File: config.mk
export PLATFORM = sky130hd
export DESIGN_NAME = pong_engine
export DESIGN_NICKNAME = d
export VERILOG_FILES = /design/src/rtl/pong_pkg.sv /design/src/rtl/pong_tick_gen.sv /design/src/rtl/pong_engine.sv
export SDC_FILE = /design/constraint.sdc
export NUM_CORES = 1
export LEC_CHECK = 0
export BUFFER_PORTS_ARGS = -buffer_cell sky130_fd_sc_hd__buf_2
export CAP_MARGIN = 20
export CORE_ASPECT_RATIO = 1.4
export CORE_UTILIZATION = 40
export DETAILED_ROUTE_END_ITERATION = 7
export PLACE_DENSITY = 0.6
export SYNTH_ARGS = -nofsm -noshare
export SYNTH_HDL_FRONTEND = slang
export SYNTH_SLANG_ARGS = --single-unit
File: constraint.sdc
create_clock -name clk -period 7.4 [get_ports clk]
set_input_delay 1.85 -clock clk [delete_from_list [all_inputs] [get_ports clk]]
set_output_delay 1.85 -clock clk [all_outputs]
set_load 0.005 [all_outputs]
File: src/rtl/pong_pkg.sv
// Shared constants and types for the pong game engine.
// Holds the FSM state encoding, the 32x24 playfield geometry, the serve
// position and the fixed paddle columns, plus a saturating score helper.
package pong_pkg;

  localparam int unsigned GRID_W   = 32;
  localparam int unsigned GRID_H   = 24;
  localparam int unsigned X_MAX    = GRID_W - 1;
  localparam int unsigned Y_MAX    = GRID_H - 1;
  localparam int unsigned CENTER_X = 16;
  localparam int unsigned CENTER_Y = 12;
  localparam int unsigned P1_X     = 1;
  localparam int unsigned P2_X     = 30;
  // Ball columns directly in front of each paddle, where hits are tested.
  localparam int unsigned P1_HIT_X = P1_X + 1;
  localparam int unsigned P2_HIT_X = P2_X - 1;
  localparam int unsigned SCORE_W  = 4;

  typedef enum logic [1:0] {
    ST_IDLE      = 2'd0,
    ST_SERVE     = 2'd1,
    ST_PLAY      = 2'd2,
    ST_GAME_OVER = 2'd3
  } state_e;

  // Score increment that sticks at the limit instead of wrapping.
  function automatic logic [SCORE_W-1:0] sat_inc(input logic [SCORE_W-1:0] s,
                                                 input logic [SCORE_W-1:0] lim);
    return (s >= lim) ? lim : s + SCORE_W'(1);
  endfunction

endpackage

File: src/rtl/pong_tick_gen.sv
// Game tick generator: free-running counter 0..TICK_DIV-1 that emits a
// one-cycle registered pulse each time it wraps.
// Ports: clk, rst_n (async active-low), tick_o (one-cycle pulse).
module pong_tick_gen #(
  parameter int unsigned TICK_DIV = 2500000
) (
  input  logic clk,
  input  logic rst_n,
  output logic tick_o
);

  localparam int unsigned CNT_W = (TICK_DIV > 1) ? $clog2(TICK_DIV) : 1;
  localparam logic [CNT_W-1:0] CNT_MAX = CNT_W'((TICK_DIV > 0) ? TICK_DIV - 1 : 0);

  logic [CNT_W-1:0] cnt_q, cnt_d;
  logic             tick_q, tick_d;

  // Wrap detection and next count.
  always_comb begin
    cnt_d  = cnt_q + CNT_W'(1);
    tick_d = 1'b0;
    if (cnt_q == CNT_MAX) begin
      cnt_d  = '0;
      tick_d = 1'b1;
    end
  end

  always_ff @(posedge clk or negedge rst_n) begin
    if (!rst_n) begin
      cnt_q  <= '0;
      tick_q <= 1'b0;
    end else begin
      cnt_q  <= cnt_d;
      tick_q <= tick_d;
    end
  end

  assign tick_o = tick_q;

endmodule

File: src/rtl/pong_engine.sv
// Pong game engine: ball physics, paddle movement, scoring and game flow on
// a 32x24 block grid, advancing once per game tick.
// Ports: clk, sysRst (async active-low); p1_up/p1_down/p2_up/p2_down paddle
// buttons; start (level, sampled on ticks); ball_x/ball_y and
// player1_x/y, player2_x/y grid coordinates; score1/score2; game_over.
module pong_engine
  import pong_pkg::*;
#(
  parameter int unsigned BIT_WIDTH     = 10,
  parameter int unsigned PADDLE_LENGTH = 2,
  parameter int unsigned TICK_DIV      = 2500000,
  parameter int unsigned SERVE_TICKS   = 20,
  parameter int unsigned WIN_SCORE     = 9
) (
  input  logic                 clk,
  input  logic                 sysRst,
  input  logic                 p1_up,
  input  logic                 p1_down,
  input  logic                 p2_up,
  input  logic                 p2_down,
  input  logic                 start,
  output logic [BIT_WIDTH-1:0] ball_x,
  output logic [BIT_WIDTH-1:0] ball_y,
  output logic [BIT_WIDTH-1:0] player1_x,
  output logic [BIT_WIDTH-1:0] player1_y,
  output logic [BIT_WIDTH-1:0] player2_x,
  output logic [BIT_WIDTH-1:0] player2_y,
  output logic [SCORE_W-1:0]   score1,
  output logic [SCORE_W-1:0]   score2,
  output logic                 game_over
);

  localparam int unsigned SW   = BIT_WIDTH + 1;
  localparam int unsigned SC_W = (SERVE_TICKS > 1) ? $clog2(SERVE_TICKS) : 1;

  localparam logic [BIT_WIDTH-1:0] CX      = BIT_WIDTH'(CENTER_X);
  localparam logic [BIT_WIDTH-1:0] CY      = BIT_WIDTH'(CENTER_Y);
  localparam logic [BIT_WIDTH-1:0] XMAX    = BIT_WIDTH'(X_MAX);
  localparam logic [BIT_WIDTH-1:0] HIT1_X  = BIT_WIDTH'(P1_HIT_X);
  localparam logic [BIT_WIDTH-1:0] HIT2_X  = BIT_WIDTH'(P2_HIT_X);
  localparam logic [BIT_WIDTH-1:0] PAD_MIN = BIT_WIDTH'(PADDLE_LENGTH);
  localparam logic [BIT_WIDTH-1:0] PAD_MAX = BIT_WIDTH'(Y_MAX - PADDLE_LENGTH);
  localparam logic [BIT_WIDTH-1:0] ONE     = BIT_WIDTH'(1);

  localparam logic signed [SW-1:0] PL_S    = SW'(PADDLE_LENGTH);
  localparam logic signed [SW-1:0] YMAX_S  = SW'(Y_MAX);
  localparam logic signed [SW-1:0] ONE_S   = SW'(1);

  localparam logic [SC_W-1:0]    SC_LAST = SC_W'((SERVE_TICKS > 0) ? SERVE_TICKS - 1 : 0);
  localparam logic [SCORE_W-1:0] WIN_S   = SCORE_W'(WIN_SCORE);

  state_e                 state_q, state_d;
  logic [BIT_WIDTH-1:0]   ball_x_q, ball_x_d;
  logic [BIT_WIDTH-1:0]   ball_y_q, ball_y_d;
  logic [BIT_WIDTH-1:0]   p1_y_q, p1_y_d;
  logic [BIT_WIDTH-1:0]   p2_y_q, p2_y_d;
  logic                   dx_q, dx_d;   // 1: moving right (+1), 0: left (-1)
  logic                   dy_q, dy_d;   // 1: moving down (+1), 0: up (-1)
  logic [SCORE_W-1:0]     score1_q, score1_d;
  logic [SCORE_W-1:0]     score2_q, score2_d;
  logic [SC_W-1:0]        serve_cnt_q, serve_cnt_d;
  logic                   game_over_q, game_over_d;

  logic                   tick;
  logic                   dx_n, dy_n;
  logic signed [SW-1:0]   next_y_s;
  logic [SCORE_W-1:0]     sc_inc;

  pong_tick_gen #(
    .TICK_DIV (TICK_DIV)
  ) u_tick (
    .clk    (clk),
    .rst_n  (sysRst),
    .tick_o (tick)
  );

  // One block of paddle travel, held inside the legal range.
  function automatic logic [BIT_WIDTH-1:0] paddle_step(input logic [BIT_WIDTH-1:0] y,
                                                       input logic up,
                                                       input logic dn);
    logic [BIT_WIDTH-1:0] r;
    r = y;
    if (up && !dn && (y > PAD_MIN)) begin
      r = y - ONE;
    end else if (dn && !up && (y < PAD_MAX)) begin
      r = y + ONE;
    end
    return r;
  endfunction

  // Paddle reach test in signed arithmetic so a ball at y=0 cannot underflow.
  function automatic logic in_reach(input logic [BIT_WIDTH-1:0] by,
                                    input logic [BIT_WIDTH-1:0] py);
    logic signed [SW-1:0] d;
    d = $signed({1'b0, by}) - $signed({1'b0, py});
    return (d <= PL_S) && (d >= -PL_S);
  endfunction

  // Next-state and game logic; everything advances only on a tick.
  always_comb begin
    state_d     = state_q;
    ball_x_d    = ball_x_q;
    ball_y_d    = ball_y_q;
    p1_y_d      = p1_y_q;
    p2_y_d      = p2_y_q;
    dx_d        = dx_q;
    dy_d        = dy_q;
    score1_d    = score1_q;
    score2_d    = score2_q;
    serve_cnt_d = serve_cnt_q;
    dx_n        = dx_q;
    dy_n        = dy_q;
    next_y_s    = $signed({1'b0, ball_y_q}) + (dy_q ? ONE_S : -ONE_S);
    sc_inc      = '0;

    if (tick) begin
      case (state_q)
        ST_IDLE: begin
          p1_y_d   = paddle_step(p1_y_q, p1_up, p1_down);
          p2_y_d   = paddle_step(p2_y_q, p2_up, p2_down);
          ball_x_d = CX;
          ball_y_d = CY;
          if (start) begin
            score1_d    = '0;
            score2_d    = '0;
            serve_cnt_d = '0;
            state_d     = ST_SERVE;
          end
        end

        ST_SERVE: begin
          p1_y_d   = paddle_step(p1_y_q, p1_up, p1_down);
          p2_y_d   = paddle_step(p2_y_q, p2_up, p2_down);
          ball_x_d = CX;
          ball_y_d = CY;
          if (serve_cnt_q == SC_LAST) begin
            serve_cnt_d = '0;
            state_d     = ST_PLAY;
          end else begin
            serve_cnt_d = serve_cnt_q + SC_W'(1);
          end
        end

        ST_PLAY: begin
          p1_y_d = paddle_step(p1_y_q, p1_up, p1_down);
          p2_y_d = paddle_step(p2_y_q, p2_up, p2_down);
          if ((ball_x_q == '0) && !dx_q) begin
            // Left miss: point to player 2, re-serve toward player 1.
            sc_inc      = sat_inc(score2_q, WIN_S);
            score2_d    = sc_inc;
            dx_d        = 1'b0;
            dy_d        = 1'b1;
            ball_x_d    = CX;
            ball_y_d    = CY;
            serve_cnt_d = '0;
            state_d     = (sc_inc == WIN_S) ? ST_GAME_OVER : ST_SERVE;
          end else if ((ball_x_q == XMAX) && dx_q) begin
            // Right miss: point to player 1, re-serve toward player 2.
            sc_inc      = sat_inc(score1_q, WIN_S);
            score1_d    = sc_inc;
            dx_d        = 1'b1;
            dy_d        = 1'b1;
            ball_x_d    = CX;
            ball_y_d    = CY;
            serve_cnt_d = '0;
            state_d     = (sc_inc == WIN_S) ? ST_GAME_OVER : ST_SERVE;
          end else begin
            // Reflections are resolved before the move so the ball never
            // leaves the grid; wall and paddle can both apply in one tick.
            if ((next_y_s < 0) || (next_y_s > YMAX_S)) begin
              dy_n = ~dy_q;
            end
            if ((ball_x_q == HIT1_X) && !dx_q && in_reach(ball_y_q, p1_y_q)) begin
              dx_n = 1'b1;
            end
            if ((ball_x_q == HIT2_X) && dx_q && in_reach(ball_y_q, p2_y_q)) begin
              dx_n = 1'b0;
            end
            dx_d     = dx_n;
            dy_d     = dy_n;
            ball_x_d = dx_n ? ball_x_q + ONE : ball_x_q - ONE;
            ball_y_d = dy_n ? ball_y_q + ONE : ball_y_q - ONE;
          end
        end

        ST_GAME_OVER: begin
          if (start) begin
            score1_d    = '0;
            score2_d    = '0;
            serve_cnt_d = '0;
            state_d     = ST_SERVE;
          end
        end

        default: state_d = ST_IDLE;
      endcase
    end

    game_over_d = (state_d == ST_GAME_OVER);
  end

  always_ff @(posedge clk or negedge sysRst) begin
    if (!sysRst) begin
      state_q     <= ST_IDLE;
      ball_x_q    <= CX;
      ball_y_q    <= CY;
      p1_y_q      <= CY;
      p2_y_q      <= CY;
      dx_q        <= 1'b1;
      dy_q        <= 1'b1;
      score1_q    <= '0;
      score2_q    <= '0;
      serve_cnt_q <= '0;
      game_over_q <= 1'b0;
    end else begin
      state_q     <= state_d;
      ball_x_q    <= ball_x_d;
      ball_y_q    <= ball_y_d;
      p1_y_q      <= p1_y_d;
      p2_y_q      <= p2_y_d;
      dx_q        <= dx_d;
      dy_q        <= dy_d;
      score1_q    <= score1_d;
      score2_q    <= score2_d;
      serve_cnt_q <= serve_cnt_d;
      game_over_q <= game_over_d;
    end
  end

  assign ball_x    = ball_x_q;
  assign ball_y    = ball_y_q;
  assign player1_x = BIT_WIDTH'(P1_X);
  assign player1_y = p1_y_q;
  assign player2_x = BIT_WIDTH'(P2_X);
  assign player2_y = p2_y_q;
  assign score1    = score1_q;
  assign score2    = score2_q;
  assign game_over = game_over_q;

endmodule

==> results.yml, run 1 <==
outcome:
  status: "complete, no violations"
min_path:
  holdCritPathClass: "register to register"
cells_and_area:
  final_core_util_pct: 45.9
  area_growth_syn_to_layout_pct: 11.1
  nNetsFinal: 872
  fin_area_mm2: 0.00723
  antenna_cells: 0
  layout-drive-gt1-share_pct: 12.8
logic_synthesis:
  synth_cell_types: 63
  synth_edf_count: 0
  ys_warn_count: 0
  synth_top_cell_by_area: "dfrtp_1"
  ys_seq_elements: 81
  ys_seq_area_share_pct: 31.3
  synthTopCellsByArea: "dfrtp_1, ha_1, xnor2_1"
  netlist_instances: 724
  async_flop_share_pct: 100
  synth_area_mm2: 0.00651
  yosysTopAreaCellShare_pct: 27.7
  ys_dominant_reg_cell: "dfrtp_1"
  syn_avg_cell_area_um2: 8.99
setup_path:
  required_ns: 7.67
  path_cells: "inv_1 > ha_1 > inv_1 > fa_1 > a21oi_1 > o211ai_1 > nor2_1 > mux2i_1 > or4_1 > or4_1 > mux2_4 > and2_2 > inv_1 > ha_1 > a21o_2 > a21oi_1 > o21bai_1 > a21oi_1 > o21ai_0 > nand3_1 > nand2_1 > and3_4 > or2_0 > o211ai_1"
  path_buf_inv: 3
  cp-start-kind: "register"
  crit_slowest_cell: "dfrtp_1"
  worstSetupEndpointType: "register"
  worstSetupPathType: "register to register"
  cp_slowest_stage_delay_ns: 0.47
  ff2ff_setup_slack_ns: 1.81
  critPathArrivalTime_ns: 5.86
  cp_top_family: "simple AND/OR/NAND/NOR gates"
  cp_max_fo: 10
detailed_routing:
  ant_nets: 0
  drt_wl_total_um: 15700
  viasPerCell: 5.53
  wl_per_cell_um: 16.0
  vias: 5453
  drt_iter0_drc: 289
  drc: 0
  drtPass1Iterations: 5
cts:
  cts_tree: "yes"
  clockBufferDepth: 2
  clkSinkCount: 81
  cts_hold_buf: 0
  cts.repair.resized: 0
  clk_pin_slew_ns: 0.06
  numCtsBuffers: 9
  insertion_delay_ns: 0.35
  h-tree-depth: 3
  cts_root_buf: "clkbuf_16"
  post-cts-setup-buffer-count: 0
floorplan:
  start_util_pct: 41.3
  design.core.area_mm2: 0.0157
  fp.dieW_um: 110
  ioPinCount: 76
  rows: 54
  dieArea_mm2: 0.0168
  die_h_um: 153
sta:
  hold_viol_final: 0
  setup_viol: 0
  worstMarginPinSlew_ns: 0.820
  slew_headroom_pct: 45.4
  max_freq_ghz: 0.179
  rsz0062_at_grt: "no"
  setup_ws_ns: 1.81
  tns_ns: 0
  period_minus_slack_ns: 5.59
  clock_skew_ns: 0.0104
  finalCritPeriodShare_pct: 75.5
  report.final.slew_viol_count: 0
place:
  hpwl_um: 12000
  place_congestion: 0.916
  numPortBuffers: 55
  place_area_mm2: 0.00693
  pre_cts_ws_ns: 1.85
global_routing:
  overflow: 0
  grt_pass1_vias: 5368
  grt_max_degree: 58
  grt_pass1_wl_um: 25800
  antenna_found_initial: 0
  grt_usage_pct: 19.6
pwr:
  p_leak_nw: 3.55
  p_per_area_mw_per_mm2: 140
  peakVddDrop_v: 0.0000975
flow_run:
  max_cap_viol_count: 0
synth_stat cells, drive strengths merged, types with 6 or more instances:
cell type,n
xor2,28
a21o,23
ha,73
nor2,34
o21ai,49
buf,21
and3,7
nand2b,11
a22o,15
nand4,15
xnor2,39
dfstp,9
a21oi,52
a31oi,7
o21a,6
or3,10
nor3,17
fa,7
nand3,21
o21bai,8
inv,53
clkbuf,7
o211ai,7
nand2,57
dfrtp,72
nor2b,10
final timing paths:
kind / cells after the start / end / start
worst max-delay path: 24 / ball_x[9] / ball_y[0]
worst min-delay path: 1 / u_tick.cnt_q[4] / u_tick.cnt_q[4]
worst max register to register: 24 / ball_x[9] / ball_y[0]
worst min register to register: 1 / u_tick.cnt_q[4] / u_tick.cnt_q[4]
max in group asynchronous: 2 / u_tick.cnt_q[11] / sysRst
min in group asynchronous: 1 / ball_y[4] / sysRst
metrics by stage:
step,power [mW],cells,hold slack (ns)
global placement,0.574,969,0.456
CTS,1.03,985,0.481
finish,1.01,986,0.473
floorplan,0.548,742,0.438
detailed placement,0.577,969,0.467
global route,1.06,986,0.508
report_power, final:
group          switching (mW)  internal [mW]
Sequential            0.00765          0.449
Combinational          0.0646         0.0465
Clock                   0.200          0.240
Total                   0.273          0.736
cells by family after synthesis:
logic type                 Yosys count  synth area share (%)
adders and majority gates           80                  16.2
DFF                                 81                  31.3
xor gates and xnor gates            67                  9.02
AOI/OAI and AO/OA                  198                  19.5
other                                2                 0.115
buffers and inverters               81                  6.10
muxes                                8                  1.37
and+or+nand+nor                    207                  16.3
registers in the layout (all words and copies together) (netlist names):
name / cells
u_tick.cnt_q: 22
ball_x: 10
ball_y: 10
player1_y: 10
player2_y: 10
serve_cnt_q: 5
score1: 4
score2: 4
state_q: 2
dx_q: 1
dy_q: 1
game_over: 1
u_tick.tick_o: 1
cell usage in the layout (no fill, tap or decap), types with 20 or more instances in the layout:
master / Yosys / routed
ha_1: 73 / 73
dfrtp_1: 72 / 72
nand2_1: 57 / 57
buf_2: 0 / 54
inv_1: 53 / 53
a21oi_1: 52 / 52
o21ai_0: 49 / 49
xnor2_1: 39 / 39
nor2_1: 34 / 34
xor2_1: 28 / 28
a21o_1: 22 / 22
nand3_1: 21 / 21
conb_1: 2 / 20
worst reg2reg max path, stage by stage, from the launching register on:
cell and delay [ns]:
dfrtp_1 0.47, inv_1 0.20, ha_1 0.19, inv_1 0.05
fa_1 0.39, a21oi_1 0.21, o211ai_1 0.14, nor2_1 0.19
mux2i_1 0.11, or4_1 0.47, or4_1 0.42, mux2_4 0.31
and2_2 0.20, inv_1 0.26, ha_1 0.30, a21o_2 0.19
a21oi_1 0.21, o21bai_1 0.09, a21oi_1 0.21, o21ai_0 0.17
nand3_1 0.12, nand2_1 0.07, and3_4 0.18, or2_0 0.19
o211ai_1 0.17
final cells by class:
| class | instances | area (um2) |
|---|---|---|
| clock buffers | 10 | 239 |
| clock inverters | 6 | 50.0 |
| fillers | 1537 | 8510 |
| inverters | 53 | 199 |
| multi-input cells | 580 | 4140 |
| flip-flops and latches | 81 | 2040 |
| well taps | 196 | 245 |
| repair buffers | 60 | 315 |
routing by layer:
layer | vias up | track usage [%] | part of all wire, %
li1 | 2685 | - | -
met1 | 2654 | 22.2 | 41
met2 | 92 | 35.8 | 54
met3 | 22 | 2.64 | 2.8
met4 | 0 | 8.00 | 2.2
met5 | - | 0 | 0
Power figures use the tool's default switching activity.
==> run 2, diff against run 1 <==
--- a/config.mk
+++ b/config.mk
@@ -10,7 +10,7 @@
 export CORE_ASPECT_RATIO = 1.4
 export CORE_UTILIZATION = 40
 export DETAILED_ROUTE_END_ITERATION = 7
-export PLACE_DENSITY = 0.6
+export PLACE_DENSITY = 0.62
 export SYNTH_ARGS = -nofsm -noshare
 export SYNTH_HDL_FRONTEND = slang
 export SYNTH_SLANG_ARGS = --single-unit
==> constraint.sdc (replaced) <==
create_clock -name clk -period 4.8 [get_ports clk]
set_input_delay 1.2 -clock clk [delete_from_list [all_inputs] [get_ports clk]]
set_output_delay 1.2 -clock clk [all_outputs]
set_load 0.005 [all_outputs]
==> run 2 against run 1 <==
Clock-buffer cell count stayed put. Worst hold slack hardly changed. Routed wire length hardly changed. Combinational power is 59% higher. Sequential power is 54% higher. First-iteration DRC count is 21% lower. Die area stayed put. Largest power group is now clock. Highest routed layer unchanged.
==> results.yml, run 2 (synthesis gave the netlist of run 1 again) <==
place:
  hpwl_um: 11900
  place_congestion: 0.875
  numPortBuffers: 55
  pre_cts_ws_ns: 0.0151
  place_area_mm2: 0.00730
setup_path:
  worstSetupPathType: "register to register"
  cp_max_fo: 7
  cp-start-kind: "register"
  worstSetupEndpointType: "register"
  required_ns: 5.07
  critPathArrivalTime_ns: 5.01
  r2r_cells: 23
cells_and_area:
  nNetsFinal: 929
  final_cell_mix: "dfrtp_1, ha_1, buf_4"
  antenna_cells: 0
  final_common_cell: "dfrtp_1"
  fin_area_mm2: 0.00787
  final_core_util_pct: 50.0
  multi_input_area_mm2: 0.00430
  layout-drive-gt1-share_pct: 22.3
  n_fill_cell: 1490
  regArea_mm2: 0.00204
  top_register: "u_tick.cnt_q"
  area_growth_syn_to_layout_pct: 21.0
  largest_register_ff_count: 22
sta:
  slew_headroom_pct: 44.1
  fin_worst_hold_slack_ns: 0.472
  clock_skew_ns: 0.00940
  setup_ws_ns: 0.0599
  setup_viol: 0
  report.final.slew_viol_count: 0
  worstMarginPinSlew_ns: 0.838
  rsz0062_at_grt: "yes"
  max_freq_ghz: 0.211
  period_minus_slack_ns: 4.74
  hold_viol_final: 0
  finalCritPeriodShare_pct: 98.8
pwr:
  p_leak_nw: 3.87
  finalPower_mw: 1.68
  peakVddDrop_v: 0.000177
  p_per_area_mw_per_mm2: 213
detailed_routing:
  ant_nets: 0
  drt_wl_total_um: 15800
  drt_iter0_drc: 229
  drc: 0
  wl_per_cell_um: 15.1
  drtPass1Iterations: 4
  vias: 5643
  viasPerCell: 5.41
floorplan:
  die_h_um: 153
  ioPinCount: 76
  fp.dieW_um: 110
  dieArea_mm2: 0.0168
  design.core.area_mm2: 0.0157
  start_util_pct: 41.3
  rows: 54
min_path:
  holdCritPathClass: "register to register"
  holdPathStages: 1
cts:
  clk_pin_slew_ns: 0.06
  cts_hold_buf: 0
  numCtsBuffers: 9
  clkSinkCount: 81
  clockBufferDepth: 2
  h-tree-depth: 3
  insertion_delay_ns: 0.35
  cts_root_buf: "clkbuf_16"
  cts_tree: "yes"
global_routing:
  grt_pass1_vias: 5352
  overflow: 0
  grt_max_degree: 54
  grt_pass1_wl_um: 25500
  antenna_found_initial: 0
  grt_usage_pct: 19.5
flow_run:
  max_cap_viol_count: 0
outcome:
  status: "complete, no violations"
-- run 2: cell count changes in the layout (fill, tap and decap cells not counted), sizes merged --
cell      previous run  this run
inv                 55        53
bufinv               0         3
buf                 60       117
clkinvlp             2         1
-- run 2: worst paths after layout --
kind / start / to / slack (ns)
worst max-delay path: ball_y[0] / ball_x[9] / 0.06
worst min-delay path: u_tick.cnt_q[4] / u_tick.cnt_q[4] / 0.47
worst max register to register: ball_y[0] / ball_x[9] / 0.06
worst min register to register: u_tick.cnt_q[4] / u_tick.cnt_q[4] / 0.47
max in group asynchronous: sysRst / u_tick.cnt_q[9] / 3.02
min in group asynchronous: sysRst / ball_y[6] / 0.88
-- run 2: worst max-delay path: stages (launching register included) --
cell      delay [ns]
dfrtp_2         0.41
inv_2           0.08
ha_4            0.14
inv_2           0.03
fa_2            0.41
inv_2           0.08
o22ai_2         0.08
or4b_1          0.51
or4_1           0.47
or4_1           0.41
mux2_4          0.29
and2_4          0.15
inv_6           0.09
ha_4            0.19
a21o_2          0.19
a21oi_2         0.13
o21bai_1        0.11
a21oi_2         0.17
o21ai_2         0.08
nand3_1         0.08
nand2_1         0.07
and3_4          0.18
or2_0           0.18
o211ai_1        0.15
-- run 2: where the power goes --
group          internal, mW  leakage [nW]  switching [mW]  total [mW]
Clock                 0.507         0.162           0.291       0.798
Combinational        0.0761          2.69           0.101       0.177
Sequential            0.693          1.01         0.00886       0.702
Total                  1.28          3.87           0.401        1.68
-- run 2: cell type report --
cell class              count  area share [%]
multi-input cells         580            54.7
flip-flops and latches     81            25.9
repair buffers            117            9.44
well taps                 196            3.12
clock buffers              10            2.91
inverters                  53            2.59
clock inverters             6            1.37
-- run 2: metal layers --
metal	up-vias	GRT usage, %	share of wire, %
li1	2817	-	-
met1	2689	22.4	42
met2	102	34.6	52
met3	35	3.03	2.7
met4	0	9.14	4.0
met5	-	0	0
-- run 2: stage by stage --
| stage | instances | TNS, ns |
|---|---|---|
| finish | 1043 | 0 |
| global route | 1043 | -0.400 |
| CTS | 1033 | 0 |
| detailed placement | 1017 | 0 |
| global placement | 1017 | 0 |
| floorplan | 742 | -0.00245 |
-- run 2: what timing repair did --
action	CTS	global route
hold endpoints to repair	0	0
pin swaps	1	17
resized for setup	2	35
cloned	0	0
endpoints found under the setup margin	3	6
buffers inserted	0	9
